===== config.mk =====
export PLATFORM = sky130hd
export DESIGN_NAME = axis_framebuffer_reader_flat
export DESIGN_NICKNAME = d
export VERILOG_FILES = /design/src/rtl/axis_framebuffer_reader_if.sv /design/src/rtl/axis_framebuffer_reader.sv /design/src/flat_wrapper.sv
export SDC_FILE = /design/constraint.sdc
export NUM_CORES = 2
export LEC_CHECK = 0
export ABC_AREA = 1
export ABC_CLOCK_PERIOD_IN_PS = 4300
export BUFFER_PORTS_ARGS = -buffer_cell sky130_fd_sc_hd__buf_2
export CAP_MARGIN = 20
export CORE_UTILIZATION = 36
export CTS_CLUSTER_SIZE = 10
export DETAILED_ROUTE_END_ITERATION = 8
export PLACE_DENSITY = 0.58
export SLEW_MARGIN = 20
export SYNTH_ARGS = -nofsm -noshare
export SYNTH_HDL_FRONTEND = slang
export SYNTH_SLANG_ARGS = --single-unit

===== constraint.sdc =====
create_clock -name aclk -period 4.3 [get_ports aclk]
set_clock_uncertainty 0.05 [all_clocks]
set_input_delay 0.86 -clock aclk [delete_from_list [all_inputs] [get_ports aclk]]
set_output_delay 0.86 -clock aclk [all_outputs]
set_load 0.02 [all_outputs]

===== src/rtl/axis_framebuffer_reader_if.sv =====
// Memory read port (AXI4 AR/R) and display stream (AXI-Stream) of the framebuffer reader.
// master: the reader side; slave: the memory / display side.
// Signal names follow the AXI naming used on the reader's external pins.
interface axis_framebuffer_reader_if #(
  parameter int DATA_WIDTH = 32,
  parameter int ADDR_WIDTH = 32,
  parameter int STRB_WIDTH = 4,
  parameter int ID_WIDTH   = 8
);
  logic [ID_WIDTH-1:0]   m_mem_axi_arid;
  logic [ADDR_WIDTH-1:0] m_mem_axi_araddr;
  logic [7:0]            m_mem_axi_arlen;
  logic [2:0]            m_mem_axi_arsize;
  logic [1:0]            m_mem_axi_arburst;
  logic                  m_mem_axi_arlock;
  logic [3:0]            m_mem_axi_arcache;
  logic [2:0]            m_mem_axi_arprot;
  logic                  m_mem_axi_arvalid;
  logic                  m_mem_axi_arready;

  logic [ID_WIDTH-1:0]   m_mem_axi_rid;
  logic [DATA_WIDTH-1:0] m_mem_axi_rdata;
  logic [1:0]            m_mem_axi_rresp;
  logic                  m_mem_axi_rlast;
  logic                  m_mem_axi_rvalid;
  logic                  m_mem_axi_rready;

  logic                  m_axis_tvalid;
  logic                  m_axis_tready;
  logic                  m_axis_tlast;
  logic [DATA_WIDTH-1:0] m_axis_tdata;
  logic [STRB_WIDTH-1:0] m_axis_tstrb;

  modport master (
    output m_mem_axi_arid, m_mem_axi_araddr, m_mem_axi_arlen, m_mem_axi_arsize,
           m_mem_axi_arburst, m_mem_axi_arlock, m_mem_axi_arcache, m_mem_axi_arprot,
           m_mem_axi_arvalid, m_mem_axi_rready,
           m_axis_tvalid, m_axis_tlast, m_axis_tdata, m_axis_tstrb,
    input  m_mem_axi_arready, m_mem_axi_rid, m_mem_axi_rdata, m_mem_axi_rresp,
           m_mem_axi_rlast, m_mem_axi_rvalid, m_axis_tready
  );

  modport slave (
    input  m_mem_axi_arid, m_mem_axi_araddr, m_mem_axi_arlen, m_mem_axi_arsize,
           m_mem_axi_arburst, m_mem_axi_arlock, m_mem_axi_arcache, m_mem_axi_arprot,
           m_mem_axi_arvalid, m_mem_axi_rready,
           m_axis_tvalid, m_axis_tlast, m_axis_tdata, m_axis_tstrb,
    output m_mem_axi_arready, m_mem_axi_rid, m_mem_axi_rdata, m_mem_axi_rresp,
           m_mem_axi_rlast, m_mem_axi_rvalid, m_axis_tready
  );
endinterface


===== src/rtl/axis_framebuffer_reader.sv =====
// Reads one framebuffer per start pulse over AXI4 bursts and streams it out on AXI-Stream.
// Latency: at least one cycle from an accepted R beat to the corresponding stream beat.
// Backpressure: bursts are issued only when the beat FIFO has reserved room, so R is never stalled.
module axis_framebuffer_reader #(
  parameter int DATA_WIDTH          = 32,
  parameter int ADDR_WIDTH          = 32,
  parameter int STRB_WIDTH          = 4,
  parameter int ID_WIDTH            = 8,
  parameter int FIFO_DEPTH_LG       = 6,
  parameter int FB_SIZE_IN_PIXEL_LG = 20
) (
  input  logic                           aclk,
  input  logic                           resetn,
  input  logic                           start,
  input  logic [ADDR_WIDTH-1:0]          fb_addr,
  input  logic [FB_SIZE_IN_PIXEL_LG-1:0] fb_size,
  output logic                           busy,
  axis_framebuffer_reader_if.master      bus
);

  localparam int DEPTH   = 1 << FIFO_DEPTH_LG;
  localparam int SIZE_LG = $clog2(STRB_WIDTH);
  localparam int CW      = FB_SIZE_IN_PIXEL_LG + 1;
  localparam int RW      = FIFO_DEPTH_LG + 1;

  localparam logic [1:0] IDLE  = 2'd0;
  localparam logic [1:0] RUN   = 2'd1;
  localparam logic [1:0] DRAIN = 2'd2;

  logic [1:0]            state_q, state_d;
  logic                  busy_q, busy_d;
  logic [ADDR_WIDTH-1:0] addr_q, addr_d;
  logic [CW-1:0]         req_left_q, req_left_d;
  logic [CW-1:0]         beats_q, beats_d;
  logic [CW-1:0]         pop_cnt_q, pop_cnt_d;
  logic [STRB_WIDTH-1:0] last_strb_q, last_strb_d;
  logic [RW-1:0]         reserved_q, reserved_d;
  logic                  arvalid_q, arvalid_d;
  logic [ADDR_WIDTH-1:0] araddr_q, araddr_d;
  logic [7:0]            arlen_q, arlen_d;

  // Frame geometry from the start request: 2 bytes per pixel, rounded up to whole beats.
  logic [CW:0]           bytes_w;
  logic [CW:0]           beats_sum;
  logic [CW-1:0]         beats_w;
  logic [SIZE_LG-1:0]    rem_w;
  logic [STRB_WIDTH-1:0] strb_w;

  assign bytes_w   = {1'b0, fb_size, 1'b0};
  assign beats_sum = bytes_w + (CW+1)'(STRB_WIDTH - 1);
  assign beats_w   = CW'(beats_sum >> SIZE_LG);
  assign rem_w     = bytes_w[SIZE_LG-1:0];
  assign strb_w    = (rem_w == '0) ? '1 : ((STRB_WIDTH'(1) << rem_w) - STRB_WIDTH'(1));

  // Burst sizing and FIFO credit check for the next AR.
  logic [4:0]    burst_len;
  logic [RW:0]   credit_sum;
  logic          credit_ok;
  logic          ar_hs;
  logic [RW-1:0] ar_beats;

  assign burst_len  = (req_left_q > CW'(16)) ? 5'd16 : req_left_q[4:0];
  assign credit_sum = {1'b0, reserved_q} + (RW+1)'(burst_len);
  assign credit_ok  = credit_sum <= (RW+1)'(DEPTH);
  assign ar_hs      = arvalid_q & bus.m_mem_axi_arready;
  assign ar_beats   = RW'(arlen_q[3:0]) + RW'(1);

  // Beat FIFO between R and the stream.
  logic [DATA_WIDTH-1:0]    mem_q [DEPTH];
  logic [FIFO_DEPTH_LG-1:0] wr_ptr_q, rd_ptr_q;
  logic [RW-1:0]            cnt_q;
  logic                     push, pop, fifo_vld, last_beat;

  assign fifo_vld  = cnt_q != '0;
  assign push      = bus.m_mem_axi_rvalid & busy_q;
  assign pop       = fifo_vld & bus.m_axis_tready;
  assign last_beat = pop_cnt_q == (beats_q - CW'(1));

  // Frame control: start capture, AR issue with credit, completion on the final pop.
  always_comb begin
    state_d     = state_q;
    busy_d      = busy_q;
    addr_d      = addr_q;
    req_left_d  = req_left_q;
    beats_d     = beats_q;
    pop_cnt_d   = pop_cnt_q;
    last_strb_d = last_strb_q;
    arvalid_d   = arvalid_q;
    araddr_d    = araddr_q;
    arlen_d     = arlen_q;
    reserved_d  = reserved_q + (ar_hs ? ar_beats : RW'(0)) - (pop ? RW'(1) : RW'(0));
    if (ar_hs) arvalid_d = 1'b0;
    if (pop)   pop_cnt_d = pop_cnt_q + CW'(1);
    case (state_q)
      IDLE: begin
        if (start && (fb_size != '0)) begin
          busy_d      = 1'b1;
          state_d     = RUN;
          addr_d      = fb_addr;
          req_left_d  = beats_w;
          beats_d     = beats_w;
          last_strb_d = strb_w;
          pop_cnt_d   = '0;
        end
      end
      RUN: begin
        if (!arvalid_q) begin
          if (req_left_q == '0) begin
            state_d = DRAIN;
          end else if (credit_ok) begin
            arvalid_d  = 1'b1;
            araddr_d   = addr_q;
            arlen_d    = {3'b000, burst_len - 5'd1};
            addr_d     = addr_q + (ADDR_WIDTH'(burst_len) << SIZE_LG);
            req_left_d = req_left_q - CW'(burst_len);
          end
        end
      end
      DRAIN: ;
      default: state_d = IDLE;
    endcase
    if (busy_q && pop && last_beat) begin
      busy_d  = 1'b0;
      state_d = IDLE;
    end
  end

  // Control registers.
  always_ff @(posedge aclk or negedge resetn) begin
    if (!resetn) begin
      state_q     <= IDLE;
      busy_q      <= 1'b0;
      addr_q      <= '0;
      req_left_q  <= '0;
      beats_q     <= '0;
      pop_cnt_q   <= '0;
      last_strb_q <= '0;
      reserved_q  <= '0;
      arvalid_q   <= 1'b0;
      araddr_q    <= '0;
      arlen_q     <= '0;
    end else begin
      state_q     <= state_d;
      busy_q      <= busy_d;
      addr_q      <= addr_d;
      req_left_q  <= req_left_d;
      beats_q     <= beats_d;
      pop_cnt_q   <= pop_cnt_d;
      last_strb_q <= last_strb_d;
      reserved_q  <= reserved_d;
      arvalid_q   <= arvalid_d;
      araddr_q    <= araddr_d;
      arlen_q     <= arlen_d;
    end
  end

  // FIFO pointers and occupancy; a push into a full FIFO means the credit scheme broke.
  always_ff @(posedge aclk or negedge resetn) begin
    if (!resetn) begin
      wr_ptr_q <= '0;
      rd_ptr_q <= '0;
      cnt_q    <= '0;
    end else begin
      if (push) assert (cnt_q != RW'(DEPTH));
      if (push) wr_ptr_q <= wr_ptr_q + 1'b1;
      if (pop)  rd_ptr_q <= rd_ptr_q + 1'b1;
      case ({push, pop})
        2'b10:   cnt_q <= cnt_q + RW'(1);
        2'b01:   cnt_q <= cnt_q - RW'(1);
        default: cnt_q <= cnt_q;
      endcase
    end
  end

  // FIFO storage, written in R arrival order.
  always_ff @(posedge aclk) begin
    if (push) mem_q[wr_ptr_q] <= bus.m_mem_axi_rdata;
  end

  // Response id/status/last carry no information for a single in-order read stream.
  logic unused_r;
  assign unused_r = ^{bus.m_mem_axi_rid, bus.m_mem_axi_rresp, bus.m_mem_axi_rlast};

  assign busy                  = busy_q;
  assign bus.m_mem_axi_arid    = {ID_WIDTH{1'b0}};
  assign bus.m_mem_axi_araddr  = araddr_q;
  assign bus.m_mem_axi_arlen   = arlen_q;
  assign bus.m_mem_axi_arsize  = 3'(SIZE_LG);
  assign bus.m_mem_axi_arburst = 2'b01;
  assign bus.m_mem_axi_arlock  = 1'b0;
  assign bus.m_mem_axi_arcache = 4'b0011;
  assign bus.m_mem_axi_arprot  = 3'b000;
  assign bus.m_mem_axi_arvalid = arvalid_q;
  assign bus.m_mem_axi_rready  = busy_q;
  assign bus.m_axis_tvalid     = fifo_vld;
  assign bus.m_axis_tdata      = mem_q[rd_ptr_q];
  assign bus.m_axis_tlast      = fifo_vld & last_beat;
  assign bus.m_axis_tstrb      = last_beat ? last_strb_q : '1;

endmodule


===== src/flat_wrapper.sv =====
// flat-port wrapper written by rule: the top's interface ports become plain ports
module axis_framebuffer_reader_flat 
#(
  parameter int DATA_WIDTH          = 32,
  parameter int ADDR_WIDTH          = 32,
  parameter int STRB_WIDTH          = 4,
  parameter int ID_WIDTH            = 8,
  parameter int FIFO_DEPTH_LG       = 6,
  parameter int FB_SIZE_IN_PIXEL_LG = 20
)
  (aclk, resetn, start, fb_addr, fb_size, busy, bus_m_mem_axi_arid, bus_m_mem_axi_araddr, bus_m_mem_axi_arlen, bus_m_mem_axi_arsize, bus_m_mem_axi_arburst, bus_m_mem_axi_arlock, bus_m_mem_axi_arcache, bus_m_mem_axi_arprot, bus_m_mem_axi_arvalid, bus_m_mem_axi_rready, bus_m_axis_tvalid, bus_m_axis_tlast, bus_m_axis_tdata, bus_m_axis_tstrb, bus_m_mem_axi_arready, bus_m_mem_axi_rid, bus_m_mem_axi_rdata, bus_m_mem_axi_rresp, bus_m_mem_axi_rlast, bus_m_mem_axi_rvalid, bus_m_axis_tready);
  axis_framebuffer_reader_if #(.DATA_WIDTH(DATA_WIDTH), .ADDR_WIDTH(ADDR_WIDTH), .STRB_WIDTH(STRB_WIDTH), .ID_WIDTH(ID_WIDTH)) bus_i ();
  input  logic aclk;
  input  logic resetn;
  input  logic start;
  input  logic [ADDR_WIDTH-1:0] fb_addr;
  input  logic [FB_SIZE_IN_PIXEL_LG-1:0] fb_size;
  output logic busy;
  output wire logic [$bits(bus_i.m_mem_axi_arid)-1:0] bus_m_mem_axi_arid;
  output wire logic [$bits(bus_i.m_mem_axi_araddr)-1:0] bus_m_mem_axi_araddr;
  output wire logic [$bits(bus_i.m_mem_axi_arlen)-1:0] bus_m_mem_axi_arlen;
  output wire logic [$bits(bus_i.m_mem_axi_arsize)-1:0] bus_m_mem_axi_arsize;
  output wire logic [$bits(bus_i.m_mem_axi_arburst)-1:0] bus_m_mem_axi_arburst;
  output wire logic [$bits(bus_i.m_mem_axi_arlock)-1:0] bus_m_mem_axi_arlock;
  output wire logic [$bits(bus_i.m_mem_axi_arcache)-1:0] bus_m_mem_axi_arcache;
  output wire logic [$bits(bus_i.m_mem_axi_arprot)-1:0] bus_m_mem_axi_arprot;
  output wire logic [$bits(bus_i.m_mem_axi_arvalid)-1:0] bus_m_mem_axi_arvalid;
  output wire logic [$bits(bus_i.m_mem_axi_rready)-1:0] bus_m_mem_axi_rready;
  output wire logic [$bits(bus_i.m_axis_tvalid)-1:0] bus_m_axis_tvalid;
  output wire logic [$bits(bus_i.m_axis_tlast)-1:0] bus_m_axis_tlast;
  output wire logic [$bits(bus_i.m_axis_tdata)-1:0] bus_m_axis_tdata;
  output wire logic [$bits(bus_i.m_axis_tstrb)-1:0] bus_m_axis_tstrb;
  input wire logic [$bits(bus_i.m_mem_axi_arready)-1:0] bus_m_mem_axi_arready;
  input wire logic [$bits(bus_i.m_mem_axi_rid)-1:0] bus_m_mem_axi_rid;
  input wire logic [$bits(bus_i.m_mem_axi_rdata)-1:0] bus_m_mem_axi_rdata;
  input wire logic [$bits(bus_i.m_mem_axi_rresp)-1:0] bus_m_mem_axi_rresp;
  input wire logic [$bits(bus_i.m_mem_axi_rlast)-1:0] bus_m_mem_axi_rlast;
  input wire logic [$bits(bus_i.m_mem_axi_rvalid)-1:0] bus_m_mem_axi_rvalid;
  input wire logic [$bits(bus_i.m_axis_tready)-1:0] bus_m_axis_tready;
  assign bus_m_mem_axi_arid = bus_i.m_mem_axi_arid;
  assign bus_m_mem_axi_araddr = bus_i.m_mem_axi_araddr;
  assign bus_m_mem_axi_arlen = bus_i.m_mem_axi_arlen;
  assign bus_m_mem_axi_arsize = bus_i.m_mem_axi_arsize;
  assign bus_m_mem_axi_arburst = bus_i.m_mem_axi_arburst;
  assign bus_m_mem_axi_arlock = bus_i.m_mem_axi_arlock;
  assign bus_m_mem_axi_arcache = bus_i.m_mem_axi_arcache;
  assign bus_m_mem_axi_arprot = bus_i.m_mem_axi_arprot;
  assign bus_m_mem_axi_arvalid = bus_i.m_mem_axi_arvalid;
  assign bus_m_mem_axi_rready = bus_i.m_mem_axi_rready;
  assign bus_m_axis_tvalid = bus_i.m_axis_tvalid;
  assign bus_m_axis_tlast = bus_i.m_axis_tlast;
  assign bus_m_axis_tdata = bus_i.m_axis_tdata;
  assign bus_m_axis_tstrb = bus_i.m_axis_tstrb;
  assign bus_i.m_mem_axi_arready = bus_m_mem_axi_arready;
  assign bus_i.m_mem_axi_rid = bus_m_mem_axi_rid;
  assign bus_i.m_mem_axi_rdata = bus_m_mem_axi_rdata;
  assign bus_i.m_mem_axi_rresp = bus_m_mem_axi_rresp;
  assign bus_i.m_mem_axi_rlast = bus_m_mem_axi_rlast;
  assign bus_i.m_mem_axi_rvalid = bus_m_mem_axi_rvalid;
  assign bus_i.m_axis_tready = bus_m_axis_tready;
  axis_framebuffer_reader #(.DATA_WIDTH(DATA_WIDTH), .ADDR_WIDTH(ADDR_WIDTH), .STRB_WIDTH(STRB_WIDTH), .ID_WIDTH(ID_WIDTH), .FIFO_DEPTH_LG(FIFO_DEPTH_LG), .FB_SIZE_IN_PIXEL_LG(FB_SIZE_IN_PIXEL_LG)) u_core (.aclk(aclk), .resetn(resetn), .start(start), .fb_addr(fb_addr), .fb_size(fb_size), .busy(busy), .bus(bus_i));
endmodule

# Yosys cells after proc, flatten, opt, wreduce, memory -nomap -nowiden
# Memory sizes are Yosys's and may differ from the RTL's.
# Cells that the tools add are included.
# totals
regBits	165
ram_bits	2048
inputBits	101
output_inout_bits	102
word_cells	103
n_memories	1
# op_classes
add_sub_neg	15
order_cmp	2
n_eq_ne	13
n_shift	1
muxes	34
bitwise	6
reduce_logical	17
# mem_list
memory	depth	width	read_ports	rd_ports_with_merged_regs	wr	line_no	source
u_core.mem_q	64	32	1	0	1	axis_framebuffer_reader.sv:69	logic [DATA_WIDTH-1:0] mem_q [DEPTH];
# op_table
op	count
$mux W21	7
$mux W32	4
$pmux W32 S2	1
$pmux W21 S2	1
$add A32 B7 Y32	1
$add A21 B2 Y22 const B	1
$add A21 B1 Y21 const B	1
$eq A21 B21 Y1	1
$gt A21 B5 Y1 const B	1
$logic_not A21 Y1	1
$sub A20 B1 Y21 const B	1
$sub A21 B5 Y21	1
$reduce_bool A20 Y1	1
$pmux W7 S2	1
$add A6 B1 Y6 const B	2
$mux W1	11
$add A7 B5 Y8	1
$le A8 B7 Y1 const B	1
$mux W2	4
$mux W4	2
$reduce_and A4 Y1	2
$reduce_bool A2 Y1	4
$add A7 B1 Y7 const B	1
$add A7 B7 Y7	1
22 further kinds	36

# Longest topological paths before layout
# logic_depth
depth_word	8
depth_mapped	26
mapped_depth_nobuf	25

# Least setup slack after synthesis
# OpenSTA, ideal clock, no wires.
# synth_path
kind	input to register
start	input port bus_m_mem_axi_rvalid
end	memory u_core.mem_q[40][0] (enable)
setup_ns	0.421
arrival_ns	3.028
required_ns	3.829
setup_slack_ns	0.801
cell_stages	5
n_path_buf	1
path_cell_list	nand2_1 -> inv_1 -> clkbuf_1 -> nand3_1 -> nor2_1
# synth_between
elab_chain_cells	3
# synth_rtl
element	line_no	source
start: declaration	flat_wrapper.sv:38	input wire logic [$bits(bus_i.m_mem_axi_rvalid)-1:0] bus_m_mem_axi_rvalid;
$and A1 B1 Y1	axis_framebuffer_reader.sv:75	assign push = bus.m_mem_axi_rvalid & busy_q;
$mux W1	axis_framebuffer_reader.sv:177	if (push) mem_q[wr_ptr_q] <= bus.m_mem_axi_rdata;
$mux W1 (implied by the code)	axis_framebuffer_reader.sv:177	
end: declaration	axis_framebuffer_reader.sv:69	
# Every way passes these cells.

# Final worst setup path
# layout_path
start	register u_core.rd_ptr_q[0]
end	output port bus_m_axis_tdata[17]
# layout_between
elab_chain_cells	1
# layout_rtl
element	line_no	source
start: declaration	axis_framebuffer_reader.sv:70	logic [FIFO_DEPTH_LG-1:0] wr_ptr_q, rd_ptr_q;
start signal: assignment	axis_framebuffer_reader.sv:166	if (pop) rd_ptr_q <= rd_ptr_q + 1'b1;
$mem_v2 Z64 W32	--	
end: declaration	flat_wrapper.sv:31	output wire logic [$bits(bus_i.m_axis_tdata)-1:0] bus_m_axis_tdata;
# Every way passes these cells.

==> flow_metrics.tcl <==
set metrics [dict create \
    status "completed" \
    ys_types 47 \
    die_h_um 502 \
    groute.usage.overall_pct 22.0 \
    coreArea_um2 249000 \
    max_freq_mhz 233 \
    area_growth_pct 17.9 \
    cpPeakStageDelay_ps 490 \
    power_density_nw_per_um2 691 \
    finalWorstSetupSlack_ps 0.973 \
    layout_common_cells "edfxtp_1, nor2_1, o21ai_0" \
    synth_top_area_share_pct 68.2 \
    cp-end-kind "output port" \
    wl_met3_um 27300 \
    rows 183 \
    met1_length_um 118000 \
    synthMuxAreaShare_pct 0 \
    drive_gt1_share_pct 13.0 \
    hp-start "fb_addr[1]" \
    setup_viol 0 \
    hold_path_end "u_core.addr_q[1]" \
    slew_headroom_pct 24.1 \
    synth_area_leaders "edfxtp_1, o21ai_0, nor2_1, dfrtp_1, nand2_1" \
    io-pin-count 203 \
    synth_edf_count 2048 \
    critPathKind "flip-flop to output port" \
    startpoint_type "flip-flop" \
    grt.overflow.total 0 \
    cts_buffer_depth 4 \
    die_width_um 502 \
    routabilityCongestion 0.837 \
    layout_commonest_cell "edfxtp_1" \
    critPathMostFrequentCell "buf_4" \
    synth_seq_cells 2211 \
    grt_antenna_before_repair 22 \
    leakage_nw 35.8 \
    wl_per_cell_um 26.6 \
    remaining_drc_errors 0 \
    required_ps 3390 \
    finalPower_mw 73.4 \
    synth-compound-area-share_pct 12.1 \
    final_hold_viol_count 0 \
    period_share_pct 100 \
    synthSimpleGateAreaFrac_pct 10.7 \
    peakVddDrop_mv 0.732 \
    grt_pass1_vias 58700 \
    critical_path_arrival_ps 3390 \
    cts_tree "built" \
    layout.nets 7710 \
    rr_worst_depth 22 \
    synthXorXnorAreaFrac_pct 0.894 \
    via_per_inst 5.74 \
    maxCapViolCount 0 \
    rr_startpoint "u_core.req_left_q[17]" \
    start_util_pct 36.2 \
    clock-sinks 2211 \
    r2r-end "u_core.addr_q[24]" \
    netlist_instances 7268 \
    min_path_cells 3 \
    drtAntennaViolNets 0 \
    synthAdderAreaFrac_pct 0.558 \
    path_cells "buf_12 -> buf_4 -> buf_16 -> o21ai_1 -> o22ai_1 -> o211ai_1 -> nand4_1 -> a32o_2 -> buf_4" \
    crit_fanout 61 \
    rsz0062_at_grt "yes" \
    drt_iter0_drc 7489 \
    synth_top_family_by_area "compound AO/OA/AOI/OAI gates" \
    cts_htree_levels 5 \
    ys_seq_area_share_pct 72.7 \
    cts_root_buf "clkbuf_16" \
    syn_area_um2 90200 \
    via_count 63000 \
    final_core_utilization_pct 42.7 \
    worstMarginPinSlew_ps 1140 \
    synthArstFlopShare_pct 7.37 \
    worst_path_max_delay_cell "dfrtp_4" \
    synth_warnings 0 \
    reg2reg_slack_ps 440 \
    top_layer_used "met5" \
    nFillCells 22600 \
    clock_latency_ps 900 \
    cts_buffers 276 \
    period_minus_slack_ps 4300 \
    slew_viol_final 0 \
    port_buffers 167 \
    drt_pass1_iterations 6 \
    hold_class "input port to flip-flop" \
    wl_um 292000 \
    clkTransAtPathRegs_ps 60 \
    grt_pass1_wl_um 408000 \
    avgSynthCellArea_um2 12.4 \
    die_area_um2 252000 \
    route.met2.wl_um 136000 \
    grt_max_degree 109 \
    synth-main-ff-cell "edfxtp_1" \
    dp_hpwl_um 154000 \
    synth_top_area_cell "edfxtp_1" \
    dp_slack_ps 283 \
]
-- critical path: cells and delay by family (launching register included) --
kind	cells	cell delay, ps
AO/OA/AOI/OAI	4	930
buffers and inverters	4	710
flip-flops	1	490
AND/OR/NAND/NOR	1	330
-- worst max-delay path by stage --
stage / from / cells after the start / slack (ps) / endpoint
floorplan: bus_m_mem_axi_rvalid / 5 / 800 / u_core.mem_q[40][0]
global route: u_core.beats_q[3] / 13 / -60 / bus_m_axis_tstrb[0]
CTS: u_core.rd_ptr_q[0] / 9 / -60 / bus_m_axis_tdata[5]
global placement: u_core.req_left_q[17] / 23 / 280 / u_core.addr_q[18]
detailed placement: u_core.req_left_q[17] / 23 / 280 / u_core.addr_q[12]
finish: u_core.rd_ptr_q[0] / 9 / 1 / bus_m_axis_tdata[17]
-- synth_stat cells, drive strengths merged, types with 2 or more instances --
library cell and number:
edfxtp 2048, nor2 1237, o21ai 1117, nand2 722, clkbuf 439, o22ai 314
nand3 237, o221ai 200, inv 193, dfrtp 163, a21oi 96, nand4 90
xor2 71, buf 63, o211ai 58, ha 37, a31oi 36, nor3 34
a32o 32, xnor2 21, nor4 16, or2 13, nand3b 6, o31ai 4
nor3b 3, o21bai 3, a21o 2, clkinv 2, conb 2, fa 2
o21a 2
-- state kept, by name, summed over array words and instances, names as in the netlist --
register / count
u_core.mem_q: 2048
u_core.state_q: 2
u_core.bus.m_mem_axi_arlen: 5
u_core.beats_q: 20
u_core.bus.m_mem_axi_araddr: 32
u_core.rd_ptr_q: 6
u_core.req_left_q: 21
u_core.wr_ptr_q: 6
u_core.cnt_q: 7
u_core.reserved_q: 7
u_core.bus.m_mem_axi_rready: 1
u_core.bus.m_mem_axi_arvalid: 1
u_core.pop_cnt_q: 21
u_core.last_strb_q: 2
u_core.addr_q: 32
-- cell type report --
class / count / area, um^2 / share of cell area [%]
diodes: 12 / 30.0 / 0.0283
clock buffers: 318 / 7230 / 6.80
clock inverters: 14 / 134 / 0.126
inverters: 195 / 826 / 0.777
multi-input cells: 4383 / 22700 / 21.4
flip-flops and latches: 2211 / 65600 / 61.7
well taps: 3330 / 4170 / 3.92
repair buffers: 498 / 5500 / 5.18
repair inverters: 5 / 58.8 / 0.0553
-- kinds of logic after synthesis --
| family | after synthesis |
|---|---|
| buf+inv | 697 |
| simple gates | 2361 |
| fa+ha+maj | 39 |
| other cells | 2 |
| xor+xnor | 92 |
| flops | 2211 |
| compound gates | 1866 |
-- per-stage QoR --
| step | instances | cell area [um^2] | TNS [ps] | hold WS [ps] |
|---|---|---|---|---|
| after global routing | 11000 | 106000 | -412 | 150 |
| final | 11000 | 106000 | 0 | 170 |
| after detailed placement | 10500 | 96700 | 0 | 406 |
| after CTS | 10900 | 105000 | -205 | 121 |
| after floorplan | 7291 | 90200 | 0 | 381 |
| after global placement | 10500 | 96700 | 0 | 404 |
-- metal layers --
layer | vias to the layer above | GRT usage [%]
li1 | 27300 | -
met1 | 31800 | 29.4
met2 | 3279 | 35.3
met3 | 572 | 4.43
met4 | 6 | 8.13
met5 | - | 0
-- where the power goes --
group / switching (mW) / leakage, nW / internal, mW
clock network: 8.24 / 3.60 / 11.7
logic: 18.9 / 11.7 / 9.15
registers: 0.810 / 20.5 / 24.6
-- repair_timing --
item | CTS | global route
hold buffers | 1 | 0
endpoints found under the hold margin | 53 | 0
cloned | 18 | 23
endpoints found under the setup margin | 37 | 88
setup buffers | 24 | 16
pin swaps | 23 | 45
resized for setup | 98 | 104
No activity file was read; power rests on OpenSTA's default activity.
